===== config.mk =====
export PLATFORM = sky130hd
export DESIGN_NAME = qrs_search_scheduler_flat
export DESIGN_NICKNAME = d
export VERILOG_FILES = /design/src/rtl/qrs_search_scheduler_if.sv /design/src/rtl/qrs_search_scheduler.sv /design/src/flat_wrapper.sv
export SDC_FILE = /design/constraint.sdc
export NUM_CORES = 1
export LEC_CHECK = 0
export ABC_AREA = 1
export CELL_PAD_IN_SITES_DETAIL_PLACEMENT = 1
export CELL_PAD_IN_SITES_GLOBAL_PLACEMENT = 2
export CORE_UTILIZATION = 34
export CTS_CLUSTER_SIZE = 24
export DETAILED_ROUTE_END_ITERATION = 7
export GPL_ROUTABILITY_DRIVEN = 0
export PLACE_DENSITY = 0.93
export SLEW_MARGIN = 20
export SYNTH_ARGS = -nofsm -noshare
export SYNTH_HDL_FRONTEND = slang
export SYNTH_SLANG_ARGS = --single-unit

===== constraint.sdc =====
create_clock -name i_clk -period 6.4 [get_ports i_clk]
set_input_delay 1.92 -clock i_clk [delete_from_list [all_inputs] [get_ports i_clk]]
set_output_delay 1.92 -clock i_clk [all_outputs]
set_load 0.02 [all_outputs]

===== src/rtl/qrs_search_scheduler_if.sv =====
// Signal bundle between the algorithm FSM / extremum finder (master) and the
// QRS search scheduler (slave).
interface qrs_search_scheduler_if #(
    parameter int DATA_WIDTH = 11,
    parameter int MISS_WIDTH = 8
);
    logic                  i_ce;
    logic                  i_search_en;
    logic [DATA_WIDTH-1:0] i_rr_period;
    logic                  i_rr_period_updated;
    logic [DATA_WIDTH-1:0] i_qrs_threshold;
    logic                  i_extremum_found;

    logic                  o_window_open;
    logic                  o_refractory;
    logic [DATA_WIDTH-1:0] o_threshold_eff;
    logic                  o_searchback;
    logic                  o_beat_accepted;
    logic                  o_beat_from_sb;
    logic [MISS_WIDTH-1:0] o_missed_beats;

    modport master (
        output i_ce, i_search_en, i_rr_period, i_rr_period_updated,
               i_qrs_threshold, i_extremum_found,
        input  o_window_open, o_refractory, o_threshold_eff, o_searchback,
               o_beat_accepted, o_beat_from_sb, o_missed_beats
    );

    modport slave (
        input  i_ce, i_search_en, i_rr_period, i_rr_period_updated,
               i_qrs_threshold, i_extremum_found,
        output o_window_open, o_refractory, o_threshold_eff, o_searchback,
               o_beat_accepted, o_beat_from_sb, o_missed_beats
    );
endinterface


===== src/rtl/qrs_search_scheduler.sv =====
// QRS search scheduler: gates the extremum finder window/threshold, enforces
// refractory, times out a window at 1.625 x RR and retries at half threshold.
module qrs_search_scheduler #(
    parameter int DATA_WIDTH = 11,
    parameter int REFRACTORY = 72,
    parameter int DEFAULT_RR = 360,
    parameter int MISS_WIDTH = 8
) (
    input  logic                  i_clk,
    input  logic                  i_nrst,
    qrs_search_scheduler_if.slave bus
);
    localparam int CW = DATA_WIDTH + 1;
    localparam logic [CW-1:0]         CNT_MAX   = '1;
    localparam logic [CW-1:0]         REFR_LAST = CW'(REFRACTORY - 1);
    localparam logic [DATA_WIDTH-1:0] RR_RESET  = DATA_WIDTH'(DEFAULT_RR);
    localparam logic [MISS_WIDTH-1:0] MISS_MAX  = '1;

    typedef enum logic [1:0] {
        S_IDLE,
        S_SEARCH,
        S_SEARCHBACK,
        S_REFRACT
    } state_e;

    state_e                state_q, state_d;
    logic [CW-1:0]         cnt_q, cnt_d;
    logic [DATA_WIDTH-1:0] rr_lat_q, rr_lat_d;
    logic [MISS_WIDTH-1:0] miss_q, miss_d;
    logic                  sb_pulse_q, sb_pulse_d;
    logic                  beat_q, beat_d;
    logic                  beat_sb_q, beat_sb_d;

    logic [CW-1:0] tmo;
    logic          tmo_hit;

    // 1.625 x RR, kept one bit wider so the sum never wraps.
    assign tmo     = {1'b0, rr_lat_q} + CW'(rr_lat_q >> 1) + CW'(rr_lat_q >> 3);
    assign tmo_hit = bus.i_ce && (cnt_q >= (tmo - CW'(1)));

    always_ff @(posedge i_clk or negedge i_nrst) begin
        if (!i_nrst) begin
            state_q    <= S_IDLE;
            cnt_q      <= '0;
            rr_lat_q   <= RR_RESET;
            miss_q     <= '0;
            sb_pulse_q <= 1'b0;
            beat_q     <= 1'b0;
            beat_sb_q  <= 1'b0;
        end else begin
            state_q    <= state_d;
            cnt_q      <= cnt_d;
            rr_lat_q   <= rr_lat_d;
            miss_q     <= miss_d;
            sb_pulse_q <= sb_pulse_d;
            beat_q     <= beat_d;
            beat_sb_q  <= beat_sb_d;
        end
    end

    always_comb begin
        state_d    = state_q;
        miss_d     = miss_q;
        sb_pulse_d = 1'b0;
        beat_d     = 1'b0;
        beat_sb_d  = 1'b0;
        rr_lat_d   = rr_lat_q;

        unique case (state_q)
            S_IDLE: begin
                if (bus.i_search_en) state_d = S_SEARCH;
            end
            S_SEARCH, S_SEARCHBACK: begin
                // Enable drop outranks a peak, and a peak outranks the timeout.
                if (!bus.i_search_en) begin
                    state_d = S_IDLE;
                end else if (bus.i_extremum_found) begin
                    state_d   = S_REFRACT;
                    beat_d    = 1'b1;
                    beat_sb_d = (state_q == S_SEARCHBACK);
                end else if (tmo_hit) begin
                    if (state_q == S_SEARCH) begin
                        state_d    = S_SEARCHBACK;
                        sb_pulse_d = 1'b1;
                        if (miss_q != MISS_MAX) miss_d = miss_q + MISS_WIDTH'(1);
                    end else begin
                        state_d = S_SEARCH;
                    end
                end
            end
            S_REFRACT: begin
                if (bus.i_ce && (cnt_q == REFR_LAST))
                    state_d = bus.i_search_en ? S_SEARCH : S_IDLE;
            end
            default: state_d = S_IDLE;
        endcase

        if (state_d != state_q)
            cnt_d = '0;
        else if (bus.i_ce && (state_q != S_IDLE) && (cnt_q != CNT_MAX))
            cnt_d = cnt_q + CW'(1);
        else
            cnt_d = cnt_q;

        if (bus.i_rr_period_updated && (bus.i_rr_period != '0))
            rr_lat_d = bus.i_rr_period;
    end

    always_comb begin
        bus.o_window_open   = (state_q == S_SEARCH) || (state_q == S_SEARCHBACK);
        bus.o_refractory    = (state_q == S_REFRACT);
        bus.o_searchback    = sb_pulse_q;
        bus.o_beat_accepted = beat_q;
        bus.o_beat_from_sb  = beat_sb_q;
        bus.o_missed_beats  = miss_q;
        unique case (state_q)
            S_SEARCHBACK:       bus.o_threshold_eff = bus.i_qrs_threshold >> 1;
            S_SEARCH, S_REFRACT: bus.o_threshold_eff = bus.i_qrs_threshold;
            default:            bus.o_threshold_eff = '0;
        endcase
    end
endmodule


===== src/flat_wrapper.sv =====
// flat-port wrapper written by rule: the top's interface ports become plain ports
module qrs_search_scheduler_flat 
#(
    parameter int DATA_WIDTH = 11,
    parameter int REFRACTORY = 72,
    parameter int DEFAULT_RR = 360,
    parameter int MISS_WIDTH = 8
)
  (i_clk, i_nrst, bus_i_ce, bus_i_search_en, bus_i_rr_period, bus_i_rr_period_updated, bus_i_qrs_threshold, bus_i_extremum_found, bus_o_window_open, bus_o_refractory, bus_o_threshold_eff, bus_o_searchback, bus_o_beat_accepted, bus_o_beat_from_sb, bus_o_missed_beats);
  qrs_search_scheduler_if #(.DATA_WIDTH(DATA_WIDTH), .MISS_WIDTH(MISS_WIDTH)) bus_i ();
  input  logic i_clk;
  input  logic i_nrst;
  input wire logic [$bits(bus_i.i_ce)-1:0] bus_i_ce;
  input wire logic [$bits(bus_i.i_search_en)-1:0] bus_i_search_en;
  input wire logic [$bits(bus_i.i_rr_period)-1:0] bus_i_rr_period;
  input wire logic [$bits(bus_i.i_rr_period_updated)-1:0] bus_i_rr_period_updated;
  input wire logic [$bits(bus_i.i_qrs_threshold)-1:0] bus_i_qrs_threshold;
  input wire logic [$bits(bus_i.i_extremum_found)-1:0] bus_i_extremum_found;
  output wire logic [$bits(bus_i.o_window_open)-1:0] bus_o_window_open;
  output wire logic [$bits(bus_i.o_refractory)-1:0] bus_o_refractory;
  output wire logic [$bits(bus_i.o_threshold_eff)-1:0] bus_o_threshold_eff;
  output wire logic [$bits(bus_i.o_searchback)-1:0] bus_o_searchback;
  output wire logic [$bits(bus_i.o_beat_accepted)-1:0] bus_o_beat_accepted;
  output wire logic [$bits(bus_i.o_beat_from_sb)-1:0] bus_o_beat_from_sb;
  output wire logic [$bits(bus_i.o_missed_beats)-1:0] bus_o_missed_beats;
  assign bus_i.i_ce = bus_i_ce;
  assign bus_i.i_search_en = bus_i_search_en;
  assign bus_i.i_rr_period = bus_i_rr_period;
  assign bus_i.i_rr_period_updated = bus_i_rr_period_updated;
  assign bus_i.i_qrs_threshold = bus_i_qrs_threshold;
  assign bus_i.i_extremum_found = bus_i_extremum_found;
  assign bus_o_window_open = bus_i.o_window_open;
  assign bus_o_refractory = bus_i.o_refractory;
  assign bus_o_threshold_eff = bus_i.o_threshold_eff;
  assign bus_o_searchback = bus_i.o_searchback;
  assign bus_o_beat_accepted = bus_i.o_beat_accepted;
  assign bus_o_beat_from_sb = bus_i.o_beat_from_sb;
  assign bus_o_missed_beats = bus_i.o_missed_beats;
  qrs_search_scheduler #(.DATA_WIDTH(DATA_WIDTH), .REFRACTORY(REFRACTORY), .DEFAULT_RR(DEFAULT_RR), .MISS_WIDTH(MISS_WIDTH)) u_core (.i_clk(i_clk), .i_nrst(i_nrst), .bus(bus_i));
endmodule

==> flow_summary.json <==
{
  "status": "complete, no violations",
  "die_h_um": 98.8,
  "initial_utilization_pct": 35.8,
  "cp_data_arrival_time_ns": 3.35,
  "fin_worst_skew_ns": 0.00389,
  "wl_um": 7190,
  "comb_power_share_pct": 61.8,
  "gr-total-overflow": 0,
  "synth_fp_nets": 482,
  "min_period_over_period_pct": 82.4,
  "hold_path.class": "flip-flop to flip-flop",
  "internal_power_mw": 0.657,
  "clk_pin_slew_ns": 0.07,
  "antenna_found_initial": 0,
  "drtAntennaViolNets": 0,
  "drtIter0Drc": 77,
  "critPathMaxFanout": 2,
  "chipWidth_um": 98.8,
  "vias": 2701,
  "cts_resized": 0,
  "dieArea_um2": 9750,
  "final_common_cell": "nand2_1",
  "dr.pass1.iters": 4,
  "end_kind": "primary output",
  "root_buffer": "clkbuf_8",
  "p_seq_share_pct": 21.5,
  "postCtsSetupBuffers": 0,
  "drv_cap": 0,
  "fin_worst_hold_slack_ns": 0.494,
  "swShare_pct": 46.2,
  "cts.sinks": 36,
  "setup_viol": 0,
  "finalCriticalPeriod_ns": 5.27,
  "finalHoldViolCount": 0,
  "tightest_slew_ns": 0.867,
  "post_drt_wl_per_cell_um": 12.7,
  "drc": 0,
  "portBuffers": 51,
  "clk_latency_ns": 0.29,
  "syn_inst": 403,
  "final_nets": 535,
  "p_sw_mw": 0.565,
  "maxSlewHeadroom_pct": 42.2,
  "cts_hold_buf": 0,
  "cellPowerDensity_nw_per_um2": 312,
  "netlist_area_um2": 3180,
  "drive_above_1_share_pct": 8.53,
  "criticalPathCategory": "input port to primary output",
  "ys_types": 34,
  "avgSynthCellArea_um2": 7.90,
  "grtUsageTotal_pct": 16.5,
  "p_clk_share_pct": 16.7,
  "finalSetupTns_ns": 0,
  "leakagePower_nw": 1.93,
  "seq_area_frac_synth_pct": 28.5,
  "grt_pass1_wl_um": 13100,
  "cts_buffers": 5,
  "pin_count": 52,
  "synth.ff_latch_count": 36,
  "coreArea_um2": 8890,
  "max_freq_mhz": 190,
  "grt_setup_unrepaired": "no",
  "grt_pass1_vias": 2892,
  "hpwl_um": 5790,
  "fp-row-count": 34,
  "final_max_slew_viol_count": 0,
  "crit_path_start_kind": "input port",
  "clock_path_buffers": 2,
  "cts_tree": "built",
  "crit_required_ns": 4.48,
  "cts_max_level": 2,
  "viasPerCell": 4.78,
  "antenna_cells": 0,
  "grt_start_max_net_pins": 37,
  "ir_drop_v": 0.000213,
  "layout_common_cells": "nand2_1, inv_1, clkdlybuf4s50_1",
  "yosysWarnings": 0,
  "areaGrowthSynthToFinish_pct": 23.1
}
[cells by family after synthesis]
group / share of synthesized area, %
xor gates and xnor gates: 7.63
and+or+nand+nor: 24.1
AOI/OAI and AO/OA: 6.92
adders and majority gates: 22.2
buffers and inverters: 10.3
DFF: 28.5
muxes: 0.472
[stage by stage]
stage	worst slack (ns)	power (mW)	instances	utilization, %	cell area (µm²)
after global routing	0.985	1.35	565	44.1	3920
final	1.13	1.22	565	44.1	3920
after floorplan	1.96	0.811	403	-	3180
after detailed placement	1.11	1.03	557	42.9	3810
after CTS	1.10	1.25	565	44.1	3920
after global placement	1.21	1.01	557	42.8	3800
[flip-flops by register name, summed over array words and instances (netlist names)]
name,cells
u_core.cnt_q,12
u_core.rr_lat_q,11
u_core.bus.o_missed_beats,8
u_core.state_q,2
u_core.bus.o_beat_accepted,1
u_core.bus.o_beat_from_sb,1
u_core.bus.o_searchback,1
[critical path: stages]
cell             delay, ns
clkdlybuf4s50_1       0.46
inv_1                 0.05
o32ai_1               0.25
clkdlybuf4s50_1       0.68
[routing by layer]
layer  part of all wire (%)  wire length, µm  global-route usage (%)
met1                     48             3470                    21.9
met2                     49             3490                    28.2
met3                    2.1              154                    2.62
met4                   0.95               68                    4.13
met5                      0                0                       0
[synth_stat cells]
| master | n | area (µm²) |
|---|---|---|
| fa_1 | 9 | 180 |
| nand3_2 | 2 | 20.0 |
| buf_6 | 1 | 11.3 |
| o32ai_1 | 1 | 8.76 |
| xnor2_1 | 7 | 61.3 |
| inv_1 | 79 | 297 |
| nand2_1 | 85 | 319 |
| o21ai_0 | 16 | 80.1 |
| mux2_4 | 1 | 15.0 |
| dfstp_2 | 4 | 105 |
| nor3_1 | 3 | 15.0 |
| xor2_1 | 17 | 149 |
| nor2_1 | 26 | 97.6 |
| nor3_4 | 1 | 16.3 |
| a31oi_1 | 1 | 6.26 |
| o21a_1 | 1 | 7.51 |
| nand2_4 | 1 | 11.3 |
| ha_1 | 42 | 526 |
| nor2_2 | 10 | 62.6 |
| a21oi_1 | 19 | 95.1 |
| nor2_4 | 2 | 22.5 |
| nand4_1 | 8 | 50.1 |
| nand3_1 | 18 | 90.1 |
| o31ai_1 | 1 | 7.51 |
| nand2_2 | 3 | 18.8 |
| xnor2_2 | 2 | 32.5 |
| nand3_4 | 1 | 17.5 |
| or2_0 | 1 | 6.26 |
| inv_2 | 1 | 3.75 |
| nor3_2 | 2 | 20.0 |
| clkbuf_1 | 4 | 15.0 |
| o2111ai_1 | 1 | 8.76 |
| o22ai_1 | 1 | 6.26 |
| dfrtp_1 | 32 | 801 |
[path summary, 6_finish.rpt]
check	start	to	slack, ns	cells past startpoint
max	bus_i_qrs_threshold[10]	bus_o_threshold_eff[9]	1.13	4
min	u_core.rr_lat_q[7]	u_core.rr_lat_q[7]	0.49	2
max reg2reg	u_core.rr_lat_q[3]	u_core.cnt_q[5]	1.53	29
min reg2reg	u_core.rr_lat_q[7]	u_core.rr_lat_q[7]	0.49	2
max in group asynchronous	i_nrst	u_core.cnt_q[8]	4.12	1
min in group asynchronous	i_nrst	u_core.bus.o_missed_beats[5]	1.74	1
[final cells by class]
type | count | area [µm²]
Timing Repair Buffer | 51 | 505
Sequential cell | 36 | 906
Tap cell | 108 | 135
Inverter | 80 | 300
Fill cell | 1100 | 4970
Clock buffer | 6 | 72.6
Multi-Input combinational cell | 282 | 1960
Clock inverter | 2 | 35.0
[power groups by stage]
stage / combinational [mW] / sequential (mW) / clock [mW]
after floorplan: 0.546 / 0.265 / 0
final: 0.755 / 0.263 / 0.204
after CTS: 0.771 / 0.263 / 0.212
after global routing: 0.861 / 0.265 / 0.219
after detailed placement: 0.764 / 0.267 / 0
after global placement: 0.746 / 0.267 / 0
No activity file was read; power rests on OpenSTA's default activity.
